**config.mk**
```make
export PLATFORM = sky130hd
export DESIGN_NAME = iic_arbiter_flat
export DESIGN_NICKNAME = d
export VERILOG_FILES = /design/src/rtl/iic_arbiter_if.sv /design/src/rtl/iic_arbiter.sv /design/src/flat_wrapper.sv
export SDC_FILE = /design/constraint.sdc
export NUM_CORES = 1
export LEC_CHECK = 0
export ABC_AREA = 1
export CORE_MARGIN = 5
export CORE_UTILIZATION = 36
export CTS_BUF_LIST = sky130_fd_sc_hd__clkbuf_16
export DETAILED_ROUTE_END_ITERATION = 7
export PLACE_DENSITY_LB_ADDON = 0.12
export SLEW_MARGIN = 10
export SYNTH_ARGS = -nofsm -noshare
export SYNTH_HDL_FRONTEND = slang
export SYNTH_SLANG_ARGS = --single-unit
```
**constraint.sdc**
```tcl
create_clock -name i_clk -period 2.7 [get_ports i_clk]
set_input_delay 0.405 -clock i_clk [delete_from_list [all_inputs] [get_ports i_clk]]
set_output_delay 0.405 -clock i_clk [all_outputs]
set_load 0.05 [all_outputs]
```
**src/rtl/iic_arbiter_if.sv**
```systemverilog
// Bundle of client-side and iic_ctrl-side signals for the two-client I2C arbiter.
// Element N of every c_* vector belongs to client cN.
interface iic_arbiter_if;
    logic [1:0]       c_req;
    logic [1:0]       c_rw;
    logic [1:0][7:0]  c_id;
    logic [1:0][15:0] c_addr;
    logic [1:0]       c_mode;
    logic [1:0][5:0]  c_num;
    logic [1:0][7:0]  c_wdata;
    logic [1:0]       c_grant;
    logic [1:0]       c_wnext;
    logic [1:0]       c_rvalid;
    logic [1:0][7:0]  c_rdata;
    logic [1:0]       c_done;
    logic [1:0]       c_err;

    logic             m_w_req;
    logic             m_r_req;
    logic [7:0]       m_device_id;
    logic [15:0]      m_reg_addr;
    logic             m_addr_mode;
    logic [5:0]       m_w_num;
    logic [5:0]       m_r_num;
    logic [7:0]       m_wr_data;
    logic [7:0]       m_rd_data;
    logic             m_w_valid;
    logic             m_r_valid;
    logic             m_wr_done;
    logic             m_ack;
    logic             busy;

    modport slave (
        input  c_req, c_rw, c_id, c_addr, c_mode, c_num, c_wdata,
        input  m_rd_data, m_w_valid, m_r_valid, m_wr_done, m_ack,
        output c_grant, c_wnext, c_rvalid, c_rdata, c_done, c_err,
        output m_w_req, m_r_req, m_device_id, m_reg_addr, m_addr_mode,
        output m_w_num, m_r_num, m_wr_data, busy
    );

    modport master (
        output c_req, c_rw, c_id, c_addr, c_mode, c_num, c_wdata,
        output m_rd_data, m_w_valid, m_r_valid, m_wr_done, m_ack,
        input  c_grant, c_wnext, c_rvalid, c_rdata, c_done, c_err,
        input  m_w_req, m_r_req, m_device_id, m_reg_addr, m_addr_mode,
        input  m_w_num, m_r_num, m_wr_data, busy
    );
endinterface

```
**src/rtl/iic_arbiter.sv**
```systemverilog
// Round-robin arbiter and sequencer letting two clients share one iic_ctrl master,
// with an EEPROM write-cycle hold-off after every acknowledged write.
module iic_arbiter #(
    parameter int WR_WAIT_CYC = 250000,
    parameter int CNT_W       = 18
) (
    input  logic          i_clk,
    input  logic          i_rst,
    iic_arbiter_if.slave  bus
);
    // state    | meaning
    // IDLE     | arbitrate pending requests
    // ISSUE    | one-cycle grant and m_*_req pulse
    // WAIT     | transaction running, handshakes routed to owner
    // WR_WAIT  | EEPROM internal write time after an acked write
    typedef enum logic [1:0] {ST_IDLE, ST_ISSUE, ST_WAIT, ST_WR_WAIT} state_t;

    localparam logic [CNT_W-1:0] LP_CNT_LAST = CNT_W'(WR_WAIT_CYC - 1);

    state_t           r_state, w_state_nx;
    logic             r_last, w_last_nx;
    logic             r_owner, w_owner_nx;
    logic             r_rw, w_rw_nx;
    logic [CNT_W-1:0] r_cnt, w_cnt_nx;
    logic [1:0]       r_grant, w_grant_nx;
    logic [1:0]       r_done, w_done_nx;
    logic [1:0]       r_err, w_err_nx;
    logic             r_w_req, w_w_req_nx;
    logic             r_r_req, w_r_req_nx;
    logic [7:0]       r_id, w_id_nx;
    logic [15:0]      r_addr, w_addr_nx;
    logic             r_mode, w_mode_nx;
    logic [5:0]       r_num, w_num_nx;
    logic             w_win;
    logic             w_wait;
    logic [1:0]       w_own_oh;

    // On a tie the client not granted last time wins.
    assign w_win    = (bus.c_req == 2'b11) ? ~r_last : bus.c_req[1];
    assign w_wait   = (r_state == ST_WAIT);
    assign w_own_oh = r_owner ? 2'b10 : 2'b01;

    always_comb begin
        w_state_nx = r_state;
        w_last_nx  = r_last;
        w_owner_nx = r_owner;
        w_rw_nx    = r_rw;
        w_cnt_nx   = r_cnt;
        w_grant_nx = 2'b00;
        w_done_nx  = 2'b00;
        w_err_nx   = 2'b00;
        w_w_req_nx = 1'b0;
        w_r_req_nx = 1'b0;
        w_id_nx    = r_id;
        w_addr_nx  = r_addr;
        w_mode_nx  = r_mode;
        w_num_nx   = r_num;
        unique case (r_state)
            ST_IDLE: begin
                if (bus.c_req != 2'b00) begin
                    w_owner_nx = w_win;
                    w_rw_nx    = bus.c_rw[w_win];
                    w_id_nx    = bus.c_id[w_win];
                    w_addr_nx  = bus.c_addr[w_win];
                    w_mode_nx  = bus.c_mode[w_win];
                    w_num_nx   = bus.c_num[w_win];
                    w_grant_nx = w_win ? 2'b10 : 2'b01;
                    w_w_req_nx = ~bus.c_rw[w_win] & (bus.c_num[w_win] != 6'd0);
                    w_r_req_nx = bus.c_rw[w_win] & (bus.c_num[w_win] != 6'd0);
                    w_state_nx = ST_ISSUE;
                end
            end
            ST_ISSUE: begin
                w_last_nx = r_owner;
                if (r_num == 6'd0) begin
                    w_done_nx  = w_own_oh;
                    w_err_nx   = w_own_oh;
                    w_state_nx = ST_IDLE;
                end else begin
                    w_state_nx = ST_WAIT;
                end
            end
            ST_WAIT: begin
                if (bus.m_wr_done) begin
                    w_done_nx = w_own_oh;
                    w_err_nx  = bus.m_ack ? w_own_oh : 2'b00;
                    if (!r_rw && !bus.m_ack) begin
                        w_cnt_nx   = '0;
                        w_state_nx = ST_WR_WAIT;
                    end else begin
                        w_state_nx = ST_IDLE;
                    end
                end
            end
            ST_WR_WAIT: begin
                if (r_cnt == LP_CNT_LAST) begin
                    w_state_nx = ST_IDLE;
                end else begin
                    w_cnt_nx = r_cnt + 1'b1;
                end
            end
            default: w_state_nx = ST_IDLE;
        endcase
    end

    always_ff @(posedge i_clk or posedge i_rst) begin
        if (i_rst) begin
            r_state <= ST_IDLE;
            r_last  <= 1'b1;
            r_owner <= 1'b0;
            r_rw    <= 1'b0;
            r_cnt   <= '0;
            r_grant <= 2'b00;
            r_done  <= 2'b00;
            r_err   <= 2'b00;
            r_w_req <= 1'b0;
            r_r_req <= 1'b0;
            r_id    <= 8'd0;
            r_addr  <= 16'd0;
            r_mode  <= 1'b0;
            r_num   <= 6'd0;
        end else begin
            r_state <= w_state_nx;
            r_last  <= w_last_nx;
            r_owner <= w_owner_nx;
            r_rw    <= w_rw_nx;
            r_cnt   <= w_cnt_nx;
            r_grant <= w_grant_nx;
            r_done  <= w_done_nx;
            r_err   <= w_err_nx;
            r_w_req <= w_w_req_nx;
            r_r_req <= w_r_req_nx;
            r_id    <= w_id_nx;
            r_addr  <= w_addr_nx;
            r_mode  <= w_mode_nx;
            r_num   <= w_num_nx;
        end
    end

    assign bus.c_grant     = r_grant;
    assign bus.c_done      = r_done;
    assign bus.c_err       = r_err;
    assign bus.m_w_req     = r_w_req;
    assign bus.m_r_req     = r_r_req;
    assign bus.m_device_id = r_id;
    assign bus.m_reg_addr  = r_addr;
    assign bus.m_addr_mode = r_mode;
    assign bus.m_w_num     = r_num;
    assign bus.m_r_num     = r_num;
    assign bus.busy        = (r_state != ST_IDLE);

    // Per-byte handshakes reach only the owner, and only while a transfer runs.
    assign bus.m_wr_data = w_wait ? bus.c_wdata[r_owner] : 8'd0;
    assign bus.c_wnext   = (w_wait && bus.m_w_valid) ? w_own_oh : 2'b00;
    assign bus.c_rvalid  = (w_wait && bus.m_r_valid) ? w_own_oh : 2'b00;
    assign bus.c_rdata   = {bus.m_rd_data, bus.m_rd_data};
endmodule

```
**src/flat_wrapper.sv**
```systemverilog
// flat-port wrapper written by rule: the top's interface ports become plain ports
module iic_arbiter_flat 
#(
    parameter int WR_WAIT_CYC = 250000,
    parameter int CNT_W       = 18
)
  (i_clk, i_rst, bus_c_req, bus_c_rw, bus_c_id, bus_c_addr, bus_c_mode, bus_c_num, bus_c_wdata, bus_m_rd_data, bus_m_w_valid, bus_m_r_valid, bus_m_wr_done, bus_m_ack, bus_c_grant, bus_c_wnext, bus_c_rvalid, bus_c_rdata, bus_c_done, bus_c_err, bus_m_w_req, bus_m_r_req, bus_m_device_id, bus_m_reg_addr, bus_m_addr_mode, bus_m_w_num, bus_m_r_num, bus_m_wr_data, bus_busy);
  iic_arbiter_if bus_i ();
  input  logic i_clk;
  input  logic i_rst;
  input wire logic [$bits(bus_i.c_req)-1:0] bus_c_req;
  input wire logic [$bits(bus_i.c_rw)-1:0] bus_c_rw;
  input wire logic [$bits(bus_i.c_id)-1:0] bus_c_id;
  input wire logic [$bits(bus_i.c_addr)-1:0] bus_c_addr;
  input wire logic [$bits(bus_i.c_mode)-1:0] bus_c_mode;
  input wire logic [$bits(bus_i.c_num)-1:0] bus_c_num;
  input wire logic [$bits(bus_i.c_wdata)-1:0] bus_c_wdata;
  input wire logic [$bits(bus_i.m_rd_data)-1:0] bus_m_rd_data;
  input wire logic [$bits(bus_i.m_w_valid)-1:0] bus_m_w_valid;
  input wire logic [$bits(bus_i.m_r_valid)-1:0] bus_m_r_valid;
  input wire logic [$bits(bus_i.m_wr_done)-1:0] bus_m_wr_done;
  input wire logic [$bits(bus_i.m_ack)-1:0] bus_m_ack;
  output wire logic [$bits(bus_i.c_grant)-1:0] bus_c_grant;
  output wire logic [$bits(bus_i.c_wnext)-1:0] bus_c_wnext;
  output wire logic [$bits(bus_i.c_rvalid)-1:0] bus_c_rvalid;
  output wire logic [$bits(bus_i.c_rdata)-1:0] bus_c_rdata;
  output wire logic [$bits(bus_i.c_done)-1:0] bus_c_done;
  output wire logic [$bits(bus_i.c_err)-1:0] bus_c_err;
  output wire logic [$bits(bus_i.m_w_req)-1:0] bus_m_w_req;
  output wire logic [$bits(bus_i.m_r_req)-1:0] bus_m_r_req;
  output wire logic [$bits(bus_i.m_device_id)-1:0] bus_m_device_id;
  output wire logic [$bits(bus_i.m_reg_addr)-1:0] bus_m_reg_addr;
  output wire logic [$bits(bus_i.m_addr_mode)-1:0] bus_m_addr_mode;
  output wire logic [$bits(bus_i.m_w_num)-1:0] bus_m_w_num;
  output wire logic [$bits(bus_i.m_r_num)-1:0] bus_m_r_num;
  output wire logic [$bits(bus_i.m_wr_data)-1:0] bus_m_wr_data;
  output wire logic [$bits(bus_i.busy)-1:0] bus_busy;
  assign bus_i.c_req = bus_c_req;
  assign bus_i.c_rw = bus_c_rw;
  assign bus_i.c_id = bus_c_id;
  assign bus_i.c_addr = bus_c_addr;
  assign bus_i.c_mode = bus_c_mode;
  assign bus_i.c_num = bus_c_num;
  assign bus_i.c_wdata = bus_c_wdata;
  assign bus_i.m_rd_data = bus_m_rd_data;
  assign bus_i.m_w_valid = bus_m_w_valid;
  assign bus_i.m_r_valid = bus_m_r_valid;
  assign bus_i.m_wr_done = bus_m_wr_done;
  assign bus_i.m_ack = bus_m_ack;
  assign bus_c_grant = bus_i.c_grant;
  assign bus_c_wnext = bus_i.c_wnext;
  assign bus_c_rvalid = bus_i.c_rvalid;
  assign bus_c_rdata = bus_i.c_rdata;
  assign bus_c_done = bus_i.c_done;
  assign bus_c_err = bus_i.c_err;
  assign bus_m_w_req = bus_i.m_w_req;
  assign bus_m_r_req = bus_i.m_r_req;
  assign bus_m_device_id = bus_i.m_device_id;
  assign bus_m_reg_addr = bus_i.m_reg_addr;
  assign bus_m_addr_mode = bus_i.m_addr_mode;
  assign bus_m_w_num = bus_i.m_w_num;
  assign bus_m_r_num = bus_i.m_r_num;
  assign bus_m_wr_data = bus_i.m_wr_data;
  assign bus_busy = bus_i.busy;
  iic_arbiter #(.WR_WAIT_CYC(WR_WAIT_CYC), .CNT_W(CNT_W)) u_core (.i_clk(i_clk), .i_rst(i_rst), .bus(bus_i));
endmodule
```
After elaboration in Yosys (flattened, before gate mapping)
Index checks and enable logic that the tools add are counted.
Widths: inputs -> output; s select.
- register bits: 62
- input port bits: 96
- output and inout bits: 74
- logic and storage cells: 85
- $add $sub $neg: 1
- order comparisons: 2
- equal/unequal tests: 10
- mux-type cells: 40
- bitwise gates (word level): 4
- reduce and logical (&&, ||, !) cells: 14
- operators with widths (kind ; count):
    $mux 18 ; 3
    $mux 8 ; 5
    $pmux 18 s2 ; 1
    $mux 16 ; 2
    $mux 2 ; 15
    $add 18x1->18 const B ; 1
    $eq 18x18->1 const B ; 1
    $mux 6 ; 2
    $mux 1 ; 9
    $pmux 2 s2 ; 2
    $pmux 2 s4 ; 1
    $eq 2x2->1 const B ; 3
    $logic_not 6->1 ; 1
    $ne 2x2->1 const B ; 3
    $reduce_bool 2->1 ; 3
    $reduce_bool 6->1 ; 1
    $lt 1x2->1 const B ; 2
    $ne 2x1->1 const B ; 2
    $reduce_and 4->1 ; 1
    $logic_and 1x1->1 ; 3
    $reduce_and 3->1 ; 1
    $and 1x1->1 ; 2
    $eq 2x1->1 const B ; 1
    $logic_not 1->1 ; 2
    3 further kinds ; 4

Depth between registers and ports, before layout
- depth in word-level cells: 8
- depth in mapped cells: 11
- depth with buffers taken out: 10

Worst setup path after synthesis
Ideal clock, no wire load.
- path type: reg2out
- from: reg u_core.r_state[0]
- to: out bus_c_rvalid[0]
- arrival: 2.104 ns
- data required time: 2.295 ns
- slack: 0.191 ns
- stages on the path, launching flop included: 6
- path buffers: 1
- cell sequence: dfrtp_1 > inv_1 > ha_1 > clkbuf_1 > inv_1 > nor3_1
- cells in the longest elaborated chain, start to end: 3
- RTL lines (what ; RTL line ; text):
    start: declaration ; iic_arbiter.sv:20 ; state_t r_state, w_state_nx;
    start signal: assignment ; iic_arbiter.sv:123 ; r_state <= w_state_nx;
    $eq 2x2->1 ; iic_arbiter.sv:40 ; assign w_wait = (r_state == ST_WAIT);
    $logic_and 1x1->1 ; iic_arbiter.sv:155 ; assign bus.c_rvalid = (w_wait && bus.m_r_valid) ? w_own_oh : 2'b00;
    $mux 2 ; iic_arbiter.sv:155 ;
    end: declaration ; flat_wrapper.sv:25 ; output wire logic [$bits(bus_i.c_rvalid)-1:0] bus_c_rvalid;
No other way between the ends.

Worst setup path after layout
- from: reg u_core.r_state[0]
- to: out bus_m_wr_data[1]
- cells in the longest elaborated chain, start to end: 2
- RTL lines (what ; RTL line ; text):
    $eq 2x2->1 ; iic_arbiter.sv:40 ;
    $mux 8 ; iic_arbiter.sv:153 ; assign bus.m_wr_data = w_wait ? bus.c_wdata[r_owner] : 8'd0;
    end: declaration ; flat_wrapper.sv:36 ; output wire logic [$bits(bus_i.m_wr_data)-1:0] bus_m_wr_data;
No other way between the ends.

==> flow_summary_export.csv <==
group,metric,value,unit
routing,dr_wl_met2,5070,um
routing,highest_layer,"met4",
pwr,combPwrFrac,54.3,%
floorplan,start_util,36.7,%
timing,rsz0062_at_grt,"false",
critical_path,cpMaxStageDelayCell,"dlygate4sd2_1",
clock_network,h-tree-depth,3,
clock_network,cts.sinks,62,
clock_network,tritoncts,"done",
placement,port_buffers,145,
global_routing,grt_overflow,0,
synth,syn-num-nets,597,
floorplan,die_w,110,um
final_layout,area_delta_synth_final,47.6,%
pwr,p_switching,2.64,mW
pwr,swShare,47.8,%
routing,drcViolationCount,0,
pwr,power_frac_seq,26.2,%
critical_path,start_kind,"register",
timing,max_slew_margin,62.8,%
clock_network,cts_post_setup_buffers_inserted,0,
final_layout,antenna_cells,0,
placement,post-place-cells,742,
clock_network,cts_buffers,9,
critical_path,slowest_delay,0.55,ns
critical_path,worst_ep_arrival_time,2.08,ns
timing,setup_violations,0,
routing,wl_per_cell,13.7,um
pwr,ir_drop,0.688,mV
floorplan,core-area,0.00973,mm2
routing,antenna_left,0,
timing,finClkSkew,0.00375,ns
floorplan,num_rows,36,
outcome,status,"finished clean",
synth,syn_area,0.00357,mm2
routing,via_per_inst,4.60,
synth,yosysUniqueCellTypes,26,
final_layout,fillers,974,
global_routing,grt_pass1_wl,17100,um
hold_path,hold_class,"in -> async",
clock_network,root_buffer,"clkbuf_16",
critical_path,required,2.30,ns
routing,wl_met3,845,um
timing,min_period,2.48,ns
placement,gp_congestion,0.874,
critical_path,path_class,"reg -> out",
clock_network,cts.clk_slew.worst_paths,0.05,ns
routing,routedLengthMet1,4270,um
routing,dr.pass1.iters,4,
critical_path,worstSetupEndpointType,"output pin",
clock_network,clock_path_buffers,2,
final_layout,instances_no_fill,757,
timing,worstMarginPinSlew,0.556,ns
critical_path,r2r_cells,9,
critical_path,crit_fanout,13,
global_routing,grt_max_degree,63,
synth,synth_warnings,0,
pwr,internal_power,2.89,mW
final_layout,drive_gt1_share,6.09,%
floorplan,io-pin-count,170,
timing,fin_setup_tns,0,ns
pwr,p_per_area,1050,mW/mm2
routing,drtIter0Drc,159,
critical_path,path_cells,"inv_1 > ha_1 > o21ai_0 > nor2_1 > dlygate4sd2_1",
pwr,clkPwrFrac,19.5,%
timing,fmax,403,MHz
floorplan,die_h,110,um
synth,syn_inst,496,
pwr,p_leak,2.45,nW
placement,dp_hpwl,7860,um
final_layout,layout.nets,721,
synth,synth_seq_cells,62,
global_routing,antenna_found_initial,0,
run,drv_cap,0,
timing,finalMaxSlewViolations,0,
synth,avgSynthCellArea,7.21,um2
synth,seq_area_frac_synth,43.4,%
clock_network,clk_latency,0.32,ns
final_layout,final_cell_area,0.00528,mm2
routing,routed_wl,10400,um
placement,postPlaceCellArea,0.00501,mm2
global_routing,first_global_vias,3558,
timing,finalCritPeriodShare,92.0,%
floorplan,die_area,0.0120,mm2
global_routing,grt_use_total,18.2,%
timing,hold_violations,0,
routing,vias,3483,
-- what timing repair did --
item | in CTS | in global routing
gates resized for setup | 8 | 0
hold buffers | 0 | 0
setup endpoints to repair | 8 | 0
-- worst paths after layout --
check | start | endpoint | slack (ns)
min in group i_clk | u_core.bus.m_device_id[6] | u_core.bus.m_device_id[6] | 0.49
worst max register to register | u_core.r_state[0] | u_core.r_cnt[5] | 0.72
worst min-delay path | i_rst | u_core.bus.m_reg_addr[2] | 0.46
max in group asynchronous | i_rst | u_core.r_last | 1.91
worst min register to register | u_core.bus.m_device_id[6] | u_core.bus.m_device_id[6] | 0.49
worst max-delay path | u_core.r_state[0] | bus_m_wr_data[1] | 0.22
-- flip-flops by register name (all words and copies together) (netlist names), 2 cells and up --
signal,count
u_core.r_cnt,18
u_core.bus.m_reg_addr,16
u_core.bus.m_device_id,8
u_core.bus.m_r_num,6
u_core.bus.c_done,2
u_core.bus.c_err,2
u_core.bus.c_grant,2
u_core.r_state,2
-- area by class of cell --
type	instances	area, um2	share of cell area (%)
Multi-Input combinational cell	357	1640	31.1
Sequential cell	62	1550	29.4
Timing Repair Buffer	152	1500	28.4
Clock buffer	9	225	4.27
Tap cell	133	166	3.15
Inverter	38	143	2.70
Clock inverter	6	53.8	1.02
-- per-layer routing --
metal / vias to the layer above / global-route usage [%]
li1: 1790 / -
met1: 1582 / 21.7
met2: 96 / 29.1
met3: 15 / 8.51
met4: 0 / 5.70
met5: - / 0
-- synth_stat cells --
master	instances	area share (%)
ha_1	5	1.8
nand3_4	1	0.49
dfstp_2	1	0.74
buf_4	22	4.6
o21ai_0	50	7.0
inv_2	5	0.53
nor2_2	1	0.18
o21ai_4	1	0.46
nor3_1	7	0.98
dfrtp_1	61	43
buf_2	5	0.70
clkbuf_1	11	1.2
xor2_1	12	2.9
a31oi_1	4	0.70
nand3b_1	1	0.21
or2_2	2	0.35
nor2_4	1	0.31
inv_1	33	3.5
o21ai_1	16	2.2
buf_6	1	0.31
nor2_1	93	9.8
o21bai_1	1	0.21
nand3_1	9	1.3
nand4_1	9	1.6
o22ai_2	1	0.35
nand2_1	143	15
-- cell families (layout without fill, tap and decap cells) --
group,Yosys count,count (layout),synth area share [%]
AOI/OAI and AO/OA,73,73,11.0
xor gates and xnor gates,12,12,2.94
adders and majority gates,5,5,1.75
buffers and inverters,77,205,10.8
DFF,62,62,43.4
and+or+nand+nor,267,267,30.1
-- power by group through the flow --
stage | clock network [mW] | registers, mW | logic, mW
floorplan | 0 | 2.31 | 1.22
global placement | 0 | 1.45 | 3.04
detailed placement | 0 | 1.45 | 3.04
CTS | 1.12 | 1.45 | 3.03
global route | 1.16 | 1.49 | 3.22
finish | 1.08 | 1.45 | 3.00
-- layout by cell type (no fill, tap or decap), types with 4 or more instances in the layout --
cell,synthesis,final
nand2_1,143,143
clkdlybuf4s50_1,0,133
nor2_1,93,92
dfrtp_1,61,61
o21ai_0,50,50
inv_1,33,32
o21ai_1,16,16
xor2_1,12,12
buf_4,22,10
nand3_1,9,9
nand4_1,9,9
clkbuf_16,0,9
dlygate4sd2_1,0,8
nor3_1,7,7
inv_2,5,6
ha_1,5,5
a31oi_1,4,4
-- critical path: cells and delay by family (launching register included) --
| kind | cells | cell delay (ns) |
|---|---|---|
| AOI/OAI and AO/OA | 1 | 0.17 |
| adders and majority gates | 1 | 0.43 |
| buffers and inverters | 2 | 0.64 |
| DFF | 1 | 0.41 |
| and+or+nand+nor | 1 | 0.10 |
-- metrics by stage --
| stage | setup slack (ns) | total power [mW] | utilization [%] | hold slack [ns] |
|---|---|---|---|---|
| floorplan | 0.191 | 3.52 | - | 0.454 |
| global placement | 0.327 | 4.48 | 51.5 | 0.466 |
| detailed placement | 0.278 | 4.49 | 51.5 | 0.476 |
| CTS | 0.203 | 5.60 | 54.2 | 0.469 |
| global route | 0.0449 | 5.87 | 54.2 | 0.499 |
| finish | 0.217 | 5.53 | 54.2 | 0.460 |
Note: power is estimated with default switching activity, not from simulation.
